## src/rtl/button_reader_pkg.sv

```systemverilog
// Shared definitions for the button input chain: debounce FSM state encodings and sync depth.
package button_reader_pkg;

    typedef enum logic [1:0] {
        RELEASED     = 2'd0,
        PRESS_WAIT   = 2'd1,
        HELD         = 2'd2,
        RELEASE_WAIT = 2'd3
    } btn_state_e;

    localparam int SYNC_STAGES = 2;

endpackage

```

## src/rtl/sync_2ff.sv

```systemverilog
// Flop-chain synchroniser for one asynchronous input; reset loads RESET_VAL into every stage.
module sync_2ff
    import button_reader_pkg::*;
#(
    parameter logic RESET_VAL = 1'b0
) (
    input  logic clk,
    input  logic rst,
    input  logic d,
    output logic q
);

    logic [SYNC_STAGES-1:0] sync_q;
    logic [SYNC_STAGES-1:0] sync_d;

    always_comb begin
        sync_d = {sync_q[SYNC_STAGES-2:0], d};
    end

    always_ff @(posedge clk) begin
        if (rst) begin
            sync_q <= {SYNC_STAGES{RESET_VAL}};
        end else begin
            sync_q <= sync_d;
        end
    end

    assign q = sync_q[SYNC_STAGES-1];

endmodule

```

## src/rtl/button_reader.sv

```systemverilog
// Push-button conditioner: synchroniser, polarity fix, debounce FSM, long-press and optional
// auto-repeat strobes (auto-repeat built only when BUTTON_READER_REPEAT_EN is defined).
module button_reader
    import button_reader_pkg::*;
#(
    parameter int DEBOUNCE_CYCLES = 120000,
    parameter int LONG_CYCLES     = 12000000,
    parameter int REPEAT_CYCLES   = 1200000,
    parameter bit ACTIVE_LOW      = 1'b1
) (
    input  logic clk,
    input  logic rst,
    input  logic btn_in,
    output logic btn_level,
    output logic press,
    output logic release_pulse,
    output logic long_press,
    output logic repeat_pulse
);

    localparam int DW = $clog2(DEBOUNCE_CYCLES + 1);
    localparam int HW = $clog2(LONG_CYCLES + 1);
    localparam logic [DW-1:0] DCNT_LAST = DW'(DEBOUNCE_CYCLES - 1);
    localparam logic [HW-1:0] HCNT_MAX  = HW'(LONG_CYCLES);
    localparam logic [HW-1:0] HCNT_LONG = HW'(LONG_CYCLES - 1);

    logic sync;
    logic s;

    sync_2ff #(
        .RESET_VAL(ACTIVE_LOW)
    ) u_sync (
        .clk(clk),
        .rst(rst),
        .d  (btn_in),
        .q  (sync)
    );

    assign s = sync ^ ACTIVE_LOW;

    btn_state_e    state_q, state_d;
    logic [DW-1:0] dcnt_q, dcnt_d;
    logic [HW-1:0] hcnt_q, hcnt_d, hcnt_inc;
    logic          long_done_q, long_done_d;
    logic          level_q, level_d;
    logic          press_q, press_d;
    logic          release_q, release_d;
    logic          long_q, long_d;
    logic          holding;

    always_comb begin
        state_d     = state_q;
        dcnt_d      = dcnt_q;
        hcnt_d      = hcnt_q;
        long_done_d = long_done_q;
        level_d     = level_q;
        press_d     = 1'b0;
        release_d   = 1'b0;
        long_d      = 1'b0;
        holding     = (state_q == HELD) || (state_q == RELEASE_WAIT);
        hcnt_inc    = (hcnt_q == HCNT_MAX) ? hcnt_q : hcnt_q + 1'b1;

        case (state_q)
            RELEASED: begin
                if (s) begin
                    state_d = PRESS_WAIT;
                    dcnt_d  = '0;
                end
            end
            PRESS_WAIT: begin
                if (!s) begin
                    state_d = RELEASED;
                end else if (dcnt_q == DCNT_LAST) begin
                    state_d     = HELD;
                    press_d     = 1'b1;
                    level_d     = 1'b1;
                    hcnt_d      = '0;
                    long_done_d = 1'b0;
                end else begin
                    dcnt_d = dcnt_q + 1'b1;
                end
            end
            HELD: begin
                hcnt_d = hcnt_inc;
                if (!s) begin
                    state_d = RELEASE_WAIT;
                    dcnt_d  = '0;
                end
            end
            RELEASE_WAIT: begin
                if (s) begin
                    state_d = HELD;
                    hcnt_d  = hcnt_inc;
                end else if (dcnt_q == DCNT_LAST) begin
                    state_d   = RELEASED;
                    release_d = 1'b1;
                    level_d   = 1'b0;
                end else begin
                    dcnt_d = dcnt_q + 1'b1;
                    hcnt_d = hcnt_inc;
                end
            end
            default: state_d = RELEASED;
        endcase

        // An accepted release on the threshold cycle swallows the long-press strobe.
        if (holding && !long_done_q && (hcnt_q == HCNT_LONG) && !release_d) begin
            long_d      = 1'b1;
            long_done_d = 1'b1;
        end
    end

    always_ff @(posedge clk) begin
        if (rst) begin
            state_q     <= RELEASED;
            dcnt_q      <= '0;
            hcnt_q      <= '0;
            long_done_q <= 1'b0;
            level_q     <= 1'b0;
            press_q     <= 1'b0;
            release_q   <= 1'b0;
            long_q      <= 1'b0;
        end else begin
            state_q     <= state_d;
            dcnt_q      <= dcnt_d;
            hcnt_q      <= hcnt_d;
            long_done_q <= long_done_d;
            level_q     <= level_d;
            press_q     <= press_d;
            release_q   <= release_d;
            long_q      <= long_d;
        end
    end

    assign btn_level     = level_q;
    assign press         = press_q;
    assign release_pulse = release_q;
    assign long_press    = long_q;

`ifdef BUTTON_READER_REPEAT_EN
    localparam int RW = $clog2(REPEAT_CYCLES + 1);
    localparam logic [RW-1:0] RCNT_LAST = RW'(REPEAT_CYCLES - 1);

    logic [RW-1:0] rcnt_q, rcnt_d;
    logic          repeat_q, repeat_d;

    always_comb begin
        rcnt_d   = rcnt_q;
        repeat_d = 1'b0;
        if (long_d) begin
            rcnt_d = '0;
        end else if (holding && long_done_q) begin
            if (rcnt_q == RCNT_LAST) begin
                repeat_d = 1'b1;
                rcnt_d   = '0;
            end else begin
                rcnt_d = rcnt_q + 1'b1;
            end
        end
        if (state_d == RELEASED) begin
            rcnt_d = '0;
        end
    end

    always_ff @(posedge clk) begin
        if (rst) begin
            rcnt_q   <= '0;
            repeat_q <= 1'b0;
        end else begin
            rcnt_q   <= rcnt_d;
            repeat_q <= repeat_d;
        end
    end

    assign repeat_pulse = repeat_q;
`else
    logic repeat_cfg_unused;
    assign repeat_cfg_unused = ^32'(REPEAT_CYCLES);
    assign repeat_pulse      = 1'b0;
`endif

endmodule

```

## config.mk

```make
export PLATFORM = sky130hd
export DESIGN_NAME = button_reader
export DESIGN_NICKNAME = d
export VERILOG_FILES = /design/src/rtl/button_reader_pkg.sv /design/src/rtl/sync_2ff.sv /design/src/rtl/button_reader.sv
export SDC_FILE = /design/constraint.sdc
export NUM_CORES = 1
export LEC_CHECK = 0
export BUFFER_PORTS_ARGS = -buffer_cell sky130_fd_sc_hd__buf_2
export CORE_MARGIN = 1
export CORE_UTILIZATION = 34
export DETAILED_ROUTE_END_ITERATION = 16
export SLEW_MARGIN = 20
export SYNTH_ARGS = -nofsm -noshare
export SYNTH_HDL_FRONTEND = slang
export SYNTH_HIERARCHICAL = 1
export SYNTH_SLANG_ARGS = --single-unit
```

## constraint.sdc

```tcl
create_clock -name clk -period 2.5 [get_ports clk]
set_input_delay 0.125 -clock clk [delete_from_list [all_inputs] [get_ports clk]]
set_output_delay 0.125 -clock clk [all_outputs]
set_load 0.03 [all_outputs]
```

==> results of run 1 <==
[Yosys cell counts, types with 3 or more instances]
cell type	number
clkbuf_1	8
nor4_1	7
o21ai_0	3
nor3b_1	3
nor4b_1	4
nor3_1	16
nor4_2	3
nand4_1	14
and3_1	5
buf_4	3
nand4b_1	5
nand3_1	17
a21oi_1	10
xor2_1	13
a21o_1	3
nand2_1	32
or2_1	3
ha_1	3
xnor2_1	17
nor2_1	40
dfxtp_1	50
inv_1	6
and4_1	3
[sequential cells by signal, summed over array words and instances, names as in the netlist, named ones only]
| register | count |
|---|---|
| hcnt_q | 24 |
| dcnt_q | 17 |
| u_sync/sync_q | 2 |
| btn_level | 1 |
| long_done_q | 1 |
| long_press | 1 |
| press | 1 |
| release_pulse | 1 |
| state_q | 1 |
[power breakdown]
part / switching, W / total, W / internal, W
combinational: 0.0000222 / 0.0000322 / 0.00000995
clock: 0.000280 / 0.000579 / 0.000299
sequential: 0.00000239 / 0.000800 / 0.000798
[cell families after synthesis]
logic type | after synthesis | share of synthesized area
other cells | 1 | 0.00149
xor+xnor | 30 | 0.104
mux | 1 | 0.00397
flops | 50 | 0.397
simple gates | 168 | 0.363
fa+ha+maj | 3 | 0.0149
buf+inv | 20 | 0.0352
compound gates | 27 | 0.0803
[final cells by class]
class	count	area, µm²	share of cell area
well taps	99	124	0.0437
flip-flops and latches	50	1000	0.353
inverters	6	22.5	0.00794
clock inverters	2	37.5	0.0132
repair buffers	17	115	0.0406
clock buffers	6	72.6	0.0256
multi-input cells	230	1460	0.516
[worst reg2reg max path, stage by stage, from the launching register on]
cell     delay [ns]
dfxtp_1        0.54
inv_1          0.15
or4_1          0.63
o32ai_4        0.39
or2_1          0.33
a21oi_1        0.13
a21oi_1        0.15
[per-layer routing]
layer / global-route usage / share of wire / wire, µm / vias up
li1: - / - / - / 1087
met1: 0.189 / 0.48 / 2560 / 988
met2: 0.235 / 0.47 / 2490 / 36
met3: 0.0311 / 0.029 / 157 / 14
met4: 0.0689 / 0.028 / 148 / 0
met5: 0 / 0 / 0 / -
[layout by cell type (no fill, tap or decap), types with 3 or more instances in the layout]
cell and count:
dfxtp_1 50, nor2_1 40, nand2_1 32, nand3_1 17, xnor2_1 17, nor3_1 16
nand4_1 14, xor2_1 13, a21oi_1 10, buf_4 10, nor4_1 7, inv_1 6
buf_2 6, nand4b_1 5, and3_1 5, clkbuf_8 5, nor3b_1 3, a21o_1 3
or2_1 3, and4_1 3, o21ai_0 3, ha_1 3
[final timing paths]
path | from | to | slack (ns) | cells past startpoint
max | register | hcnt_q[2]$_SDFFE_PP0P_ | 0.13 | 6
min | rst | press$_SDFF_PP0_ | 0.22 | 2
max reg2reg | register | hcnt_q[2]$_SDFFE_PP0P_ | 0.13 | 6
min reg2reg | u_sync/sync_q[0]$_SDFF_PP1_ | u_sync/sync_q[1]$_SDFF_PP1_ | 0.41 | 1
[stage by stage]
step / instance area [µm²] / power [W] / setup TNS [ns] / hold slack, ns
3_3_place_gp: 2680 / 0.000849 / 0 / 0.306
6_report: 2840 / 0.00141 / 0 / 0.218
4_1_cts: 2800 / 0.00143 / 0 / 0.213
5_1_grt: 2840 / 0.00147 / 0 / 0.241
2_1_floorplan: 2520 / 0.000839 / 0 / 0.222
3_5_place_dp: 2680 / 0.000849 / -0.0103 / 0.308
[timing repair]
item,CTS,global route
endpoints found under the hold margin,1,0
gates cloned,0,0
hold buffers,1,0
endpoints found under the setup margin,1,15
pin swaps,0,1
resized for setup,1,3
setup buffers,0,1
==> results.json, run 1 <==
{
  "clock_latency_ns": 0.31,
  "die_y_um": 88.2,
  "die-width_um": 88.2,
  "routed_wl_mm": 5.36,
  "post-route-util": 0.393,
  "cts_tree": "done",
  "setup_viol": 0,
  "synth_edf_count": 0,
  "rsz0062_at_grt": "false",
  "ys.flop_type": "dfxtp_1",
  "cp_max_fo": 8,
  "rows": 31,
  "grt_usage": 0.147,
  "synth_top_area_cell": "dfxtp_1",
  "place_worst_setup_slack_ns": -0.0103,
  "worstSetupPathType": "reg2reg",
  "crit_arrival_ns": 2.62,
  "viasPerCell": 5.18,
  "finalNonFillerCells": 410,
  "drt_iter0_markers": 113,
  "dp_hpwl_mm": 3.81,
  "final_layout_size_suffix_gt1_frac": 0.109,
  "wl_per_cell_um": 13.1,
  "leakage_nw": 0.878,
  "crit_buf_inv": 1,
  "start_util": 0.350,
  "antenna_cells": 0,
  "synthesis.area_um2": 2520,
  "cts-root-buf": "clkbuf_8",
  "max_freq_ghz": 0.422,
  "yosysUniqueCellTypes": 49,
  "period_share": 0.947,
  "route.antenna.remaining_nets": 0,
  "synth.avg_cell_area_um2": 8.41,
  "worstPathRequired_ns": 2.75,
  "place_inst": 400,
  "grt_max_degree": 27,
  "layout_setup_ws_ns": 0.133,
  "cp_top_family": "simple AND/OR/NAND/NOR gates",
  "end_kind": "register",
  "path_cells": "inv_1, or4_1, o32ai_4, or2_1, a21oi_1, a21oi_1",
  "synth_fp_nets": 306,
  "gp_congestion": 0.753,
  "powerDensity_nw_per_um2": 498,
  "startpoint_type": "register",
  "dieArea_um2": 7770,
  "grt_pass1_wl_mm": 8.94,
  "hold_viol": 0,
  "crit_path_top_delay_cell": "or4_1",
  "synth-async-reset-ratio": 0,
  "cpMostUsedCell": "a21oi_1",
  "io_pins": 8,
  "nets": 316,
  "vias": 2125,
  "min_path_type": "in2reg",
  "timing.max_cap.violations": 0,
  "overflow": 0,
  "worstMarginPinSlew_ns": 0.676,
  "cts.clk_slew.worst_paths_ns": 0.10,
  "synth_top_area_frac": 0.397,
  "clkSinkCount": 50,
  "syn_inst": 300,
  "run_status": "completed",
  "core_um2": 7210,
  "syn2layout_area_growth_pct": 12.4,
  "clk_path_buf_depth": 2,
  "yosysSeqAreaShare": 0.397,
  "slowest_delay_ns": 0.63,
  "grt_pass1_vias": 1936,
  "antenna_found_initial": 0,
  "cts_made_buffers": 5,
  "ys_ff_latch": 50,
  "max_slew_margin": 0.549,
  "ys_top_cells_by_area": "dfxtp_1 (40%), nor2_1 (5.9%), xnor2_1 (5.9%)",
  "peakVddDrop_mv": 0.298,
  "yosysWarningCount": 6,
  "slew_violations": 0,
  "dr.pass1.iters": 4,
  "fin_crit_ns": 2.37,
  "drcViolationCount": 0,
  "finalClockSkew_ns": 0.0117,
  "nFillCells": 757,
  "portBuffers": 6,
  "htreeDepth": 2
}
Note: power is estimated with default switching activity, not from simulation.
==> run 2, diff against run 1 <==
RECOVER_POWER = 25   (was unset)
==> run 2 against run 1 <==
Net effect:
- worst setup slack better by 0.0064 ns
- sequential share of layout area is 0.16 points higher
- core utilization is 0.17 points lower
- first-iteration DRC count is 4.4% higher
- maximum frequency is 0.27% higher
- critical path type unchanged
- largest cell class unchanged
- largest power group unchanged
==> results.json, run 2 (synthesis results as in run 1) <==
{
  "peakVddDrop_mv": 0.296,
  "slowest_delay_ns": 0.58,
  "worstMarginPinSlew_ns": 1.14,
  "place_worst_setup_slack_ns": -0.0103,
  "fin_crit_ns": 2.36,
  "hold_depth": 2,
  "cts_made_buffers": 5,
  "r2r_end": "hcnt_q[2]$_SDFFE_PP0P_",
  "powerDensity_nw_per_um2": 499,
  "hold_viol": 0,
  "period_share": 0.944,
  "clock_latency_ns": 0.31,
  "startpoint_type": "register",
  "fin_area_um2": 2820,
  "gp_congestion": 0.753,
  "internal_power_w": 0.00111,
  "layout_commonest_cell": "dfxtp_1",
  "dp_hpwl_mm": 3.81,
  "portBuffers": 6,
  "dr.pass1.iters": 4,
  "cp_top_family": "simple AND/OR/NAND/NOR gates",
  "core_um2": 7210,
  "nets": 316,
  "cpMostUsedCell": "a21oi_1",
  "nFillCells": 763,
  "die_y_um": 88.2,
  "drt_iter0_markers": 118,
  "hp-start": "rst",
  "rsz0062_at_grt": "false",
  "antenna_cells": 0,
  "vias": 2143,
  "layout_setup_ws_ns": 0.139,
  "crit_buf_inv": 0,
  "reg2reg_setup_slack_ns": 0.14,
  "viasPerCell": 5.23,
  "p_clk_frac": 0.410,
  "crit_arrival_ns": 2.61,
  "largest_register_ffs": 24,
  "regMostFlops": "hcnt_q",
  "start_util": 0.350,
  "multiInputGateArea_um2": 1460,
  "grt_pass1_wl_mm": 8.94,
  "rows": 31,
  "max_slew_margin": 0.238,
  "cp_max_fo": 7,
  "syn2layout_area_growth_pct": 11.9,
  "combPwrFrac": 0.022,
  "final_cell_mix": "dfxtp_1 (50), nor2_1 (40), nand2_1 (32)",
  "clkSinkCount": 50,
  "grt_pass1_vias": 1936,
  "worstSetupPathType": "reg2reg",
  "grt_usage": 0.147,
  "grt_max_degree": 27,
  "overflow": 0,
  "switching_power_w": 0.000304,
  "leakage_nw": 0.855,
  "dieArea_um2": 7770,
  "finalClockSkew_ns": 0.0113,
  "worstPathRequired_ns": 2.75,
  "reg2reg_from": "dcnt_q[8]$_SDFFE_PP0P_",
  "htreeDepth": 2,
  "wl_per_cell_um": 13.0,
  "top_regs": "hcnt_q: 24 flops, dcnt_q: 17 flops, u_sync/sync_q: 2 flops",
  "cts.clk_slew.worst_paths_ns": 0.10,
  "run_status": "completed",
  "clk_path_buf_depth": 2,
  "route.antenna.remaining_nets": 0,
  "cts_tree": "done",
  "register_area_um2": 1000,
  "final_layout_size_suffix_gt1_frac": 0.0900,
  "pwr-share-seq": 0.568,
  "detailed_place.area_um2": 2680,
  "hold_end": "press$_SDFF_PP0_",
  "cts-root-buf": "clkbuf_8",
  "path_cells": "or4b_1, or4_4, o32ai_4, or2_1, a21oi_1, a21oi_1",
  "antenna_found_initial": 0,
  "die-width_um": 88.2,
  "setup_viol": 0,
  "end_kind": "register",
  "routed_wl_mm": 5.35,
  "r2r_cells": 6,
  "slew_violations": 0,
  "min_path_type": "in2reg",
  "timing.max_cap.violations": 0,
  "drcViolationCount": 0,
  "max_freq_ghz": 0.424,
  "crit_path_top_delay_cell": "or4_4",
  "swShare": 0.216,
  "io_pins": 8
}
run 2: power by group through the flow:
stage	clock network, W	registers (W)	logic, W
3_5_place_dp	0	0.000819	0.0000302
5_1_grt	0.000630	0.000801	0.0000340
2_1_floorplan	0	0.000818	0.0000218
6_report	0.000578	0.000800	0.0000310
4_1_cts	0.000601	0.000800	0.0000316
3_3_place_gp	0	0.000819	0.0000302
run 2: worst max path at each step:
stage / start / end / slack [ns] / cells past startpoint
after floorplan: dcnt_q[8]$_SDFFE_PP0P_ / hcnt_q[18]$_SDFFE_PP0P_ / 0.29 / 7
after global placement: dcnt_q[1]$_SDFFE_PP0P_ / dcnt_q[15]$_SDFFE_PP0P_ / 0.07 / 7
after detailed placement: dcnt_q[0]$_SDFFE_PP0P_ / dcnt_q[13]$_SDFFE_PP0P_ / -0.01 / 7
after CTS: dcnt_q[1]$_SDFFE_PP0P_ / hcnt_q[3]$_SDFFE_PP0P_ / 0.06 / 8
after global routing: dcnt_q[12]$_SDFFE_PP0P_ / hcnt_q[18]$_SDFFE_PP0P_ / 0.003 / 7
final: dcnt_q[8]$_SDFFE_PP0P_ / hcnt_q[2]$_SDFFE_PP0P_ / 0.14 / 6
run 2: through the flow:
stage               hold slack [ns]  total power (W)  setup TNS (ns)  utilization  instances
finish                        0.220          0.00141               0        0.391        410
CTS                           0.213          0.00143               0        0.389        409
floorplan                     0.222         0.000839               0            -        300
global placement              0.306         0.000849               0        0.371        400
detailed placement            0.308         0.000849         -0.0103        0.371        400
global route                  0.242          0.00147               0        0.391        410
run 2: metal layers:
layer  part of all wire  track usage
met5                  0            0
met4              0.023       0.0689
met2               0.47        0.235
met1               0.48        0.189
met3              0.025       0.0311
run 2: worst register-to-register path: stages, from the launching register on:
cell and delay (ns):
dfxtp_1 0.37, or4b_1 0.57, or4_4 0.58, o32ai_4 0.19, or2_1 0.32, a21oi_1 0.12, a21oi_1 0.15
run 2: final cells by class:
class / count / area share
clock buffer: 6 / 0.0257
clock inverter: 2 / 0.0133
inverter: 6 / 0.00798
multi-input combinational: 230 / 0.517
sequential: 50 / 0.354
tap: 99 / 0.0439
timing repair buffer: 17 / 0.0377
run 2: repair_timing:
action	4_1_cts	5_1_grt
buffers inserted	0	1
hold buffers	1	0
pin swaps	0	1
gates resized for setup	1	3
endpoints found under the hold margin	1	0
setup endpoints to repair	1	15
==> run 3, diff against run 2 <==
CAP_MARGIN = 40   (was unset)
CORE_MARGIN = 2   (was 1)
==> run 3 against run 2 <==
Net effect:
- clock power down 1%
- sequential power about the same
- sequential share of layout area increased by 0.095 points
- clock-buffer cell count unchanged
- global-route usage decreased by 1.4 points
- critical endpoint is now hcnt_q[14]$_SDFFE_PP0P_
==> results.json, run 3 (synthesis results as in run 1) <==
{
  "hp-start": "rst",
  "overflow": 0,
  "setup_viol": 0,
  "worstPathRequired_ns": 2.70,
  "final_layout_size_suffix_gt1_frac": 0.0871,
  "regMostFlops": "hcnt_q",
  "antenna_found_initial": 0,
  "slew_violations": 0,
  "max_freq_ghz": 0.427,
  "die_y_um": 90.2,
  "r2r_end": "hcnt_q[14]$_SDFFE_PP0P_",
  "max_slew_margin": 0.584,
  "crit_path_top_delay_cell": "or4_4",
  "peakVddDrop_mv": 0.334,
  "grt_usage": 0.133,
  "clkSinkCount": 50,
  "finalClockSkew_ns": 0.00219,
  "final_cell_mix": "dfxtp_1 (50), nor2_1 (40), nand2_1 (32)",
  "drcViolationCount": 0,
  "rows": 31,
  "crit_arrival_ns": 2.54,
  "grt_pass1_vias": 2008,
  "dp_hpwl_mm": 3.76,
  "finalPower_w": 0.00140,
  "period_share": 0.936,
  "io_pins": 8,
  "end_kind": "register",
  "routed_wl_mm": 5.29,
  "wl_per_cell_um": 12.9,
  "dieArea_um2": 8130,
  "gp_congestion": 0.831,
  "startpoint_type": "register",
  "core_um2": 7210,
  "grt_max_degree": 27,
  "grt_pass1_wl_mm": 9.22,
  "drt_iter0_markers": 72,
  "min_path_type": "in2reg",
  "path_cells": "or4b_1, or4_4, o32ai_4, buf_4, nor4_1, xnor2_1, nor2_1",
  "nets": 315,
  "largest_register_ffs": 24,
  "cts-root-buf": "clkbuf_8",
  "leakage_nw": 0.855,
  "run_status": "completed",
  "clock_latency_ns": 0.30,
  "worstSetupPathType": "reg2reg",
  "rsz0062_at_grt": "false",
  "hold_end": "state_q[0]$_SDFFE_PP0P_",
  "hold_depth": 2,
  "reg2reg_setup_slack_ns": 0.16,
  "reg2reg_from": "dcnt_q[8]$_SDFFE_PP0P_",
  "syn2layout_area_growth_pct": 11.6,
  "fin_tns_setup_ns": 0,
  "vias": 2103,
  "cts_made_buffers": 5,
  "die-width_um": 90.2,
  "start_util": 0.350,
  "cts_tree": "done",
  "hold_viol": 0,
  "route.antenna.remaining_nets": 0,
  "r2r_cells": 7,
  "timing.max_cap.violations": 0,
  "antenna_cells": 0,
  "cp_max_fo": 8,
  "htreeDepth": 2,
  "dr.pass1.iters": 5,
  "layout_commonest_cell": "dfxtp_1",
  "top_regs": "hcnt_q: 24 flops, dcnt_q: 17 flops, u_sync/sync_q: 2 flops",
  "clk_path_buf_depth": 2,
  "viasPerCell": 5.14,
  "portBuffers": 6,
  "powerDensity_nw_per_um2": 497,
  "slowest_delay_ns": 0.57,
  "worstMarginPinSlew_ns": 0.620,
  "cts.clk_slew.worst_paths_ns": 0.09,
  "fin_crit_ns": 2.34
}
[run 3: cell types whose count changed in the layout (fill, tap and decap cells not counted), sizes merged]
cell | previous run | this run
clkbuf | 11 | 10
[run 3: layout make-up]
class                           count  area (µm²)
Sequential cell                    50        1000
Inverter                            6        22.5
Timing Repair Buffer               16         103
Fill cell                         772        4400
Tap cell                           99         124
Clock inverter                      2        37.5
Clock buffer                        6        72.6
Multi-Input combinational cell    230        1460
[run 3: repair_timing]
item	4_1_cts	5_1_grt
buffers inserted	0	1
hold buffers	1	0
endpoints found under the setup margin	0	13
resized for setup	0	4
endpoints found under the hold margin	1	0
[run 3: power breakdown]
group / leakage, nW / internal [W] / switching, W
Sequential: 0.403 / 0.000798 / 0.00000226
Combinational: 0.401 / 0.00000897 / 0.0000213
Clock: 0.0514 / 0.000299 / 0.000272
Total: 0.855 / 0.00111 / 0.000296
[run 3: stage by stage]
step / area (µm²) / util / std cells / setup WS [ns] / hold slack, ns
4_1_cts: 2790 / 0.387 / 408 / 0.134 / 0.224
6_report: 2820 / 0.390 / 409 / 0.160 / 0.235
5_1_grt: 2820 / 0.390 / 409 / 0.0320 / 0.247
3_3_place_gp: 2660 / 0.369 / 398 / 0.176 / 0.307
3_5_place_dp: 2670 / 0.370 / 399 / 0.147 / 0.311
2_1_floorplan: 2520 / - / 300 / 0.290 / 0.222
[run 3: how the worst max path moves through the flow]
stage / from / endpoint / slack (ns) / depth (start not counted)
after floorplan: dcnt_q[8]$_SDFFE_PP0P_ / hcnt_q[18]$_SDFFE_PP0P_ / 0.29 / 7
after global routing: dcnt_q[8]$_SDFFE_PP0P_ / hcnt_q[12]$_SDFFE_PP0P_ / 0.03 / 7
after CTS: dcnt_q[0]$_SDFFE_PP0P_ / hcnt_q[22]$_SDFFE_PP0P_ / 0.13 / 8
final: dcnt_q[8]$_SDFFE_PP0P_ / hcnt_q[14]$_SDFFE_PP0P_ / 0.16 / 7
after global placement: dcnt_q[8]$_SDFFE_PP0P_ / hcnt_q[2]$_SDFFE_PP0P_ / 0.18 / 6
after detailed placement: dcnt_q[0]$_SDFFE_PP0P_ / hcnt_q[3]$_SDFFE_PP0P_ / 0.15 / 8
[run 3: critical path, delay by kind of cell (launching register included)]
kind / cells / cell delay (ns)
buffers and inverters: 1 / 0.23
and+or+nand+nor: 4 / 1.25
AOI/OAI and AO/OA: 1 / 0.21
DFF: 1 / 0.38
xor gates and xnor gates: 1 / 0.16
[run 3: per-layer routing]
metal,global-route usage,part of all wire,vias up
li1,-,-,1082
met4,0.0244,0.0064,0
met1,0.172,0.50,995
met2,0.227,0.47,21
met3,0.0327,0.026,5
met5,0,0,-
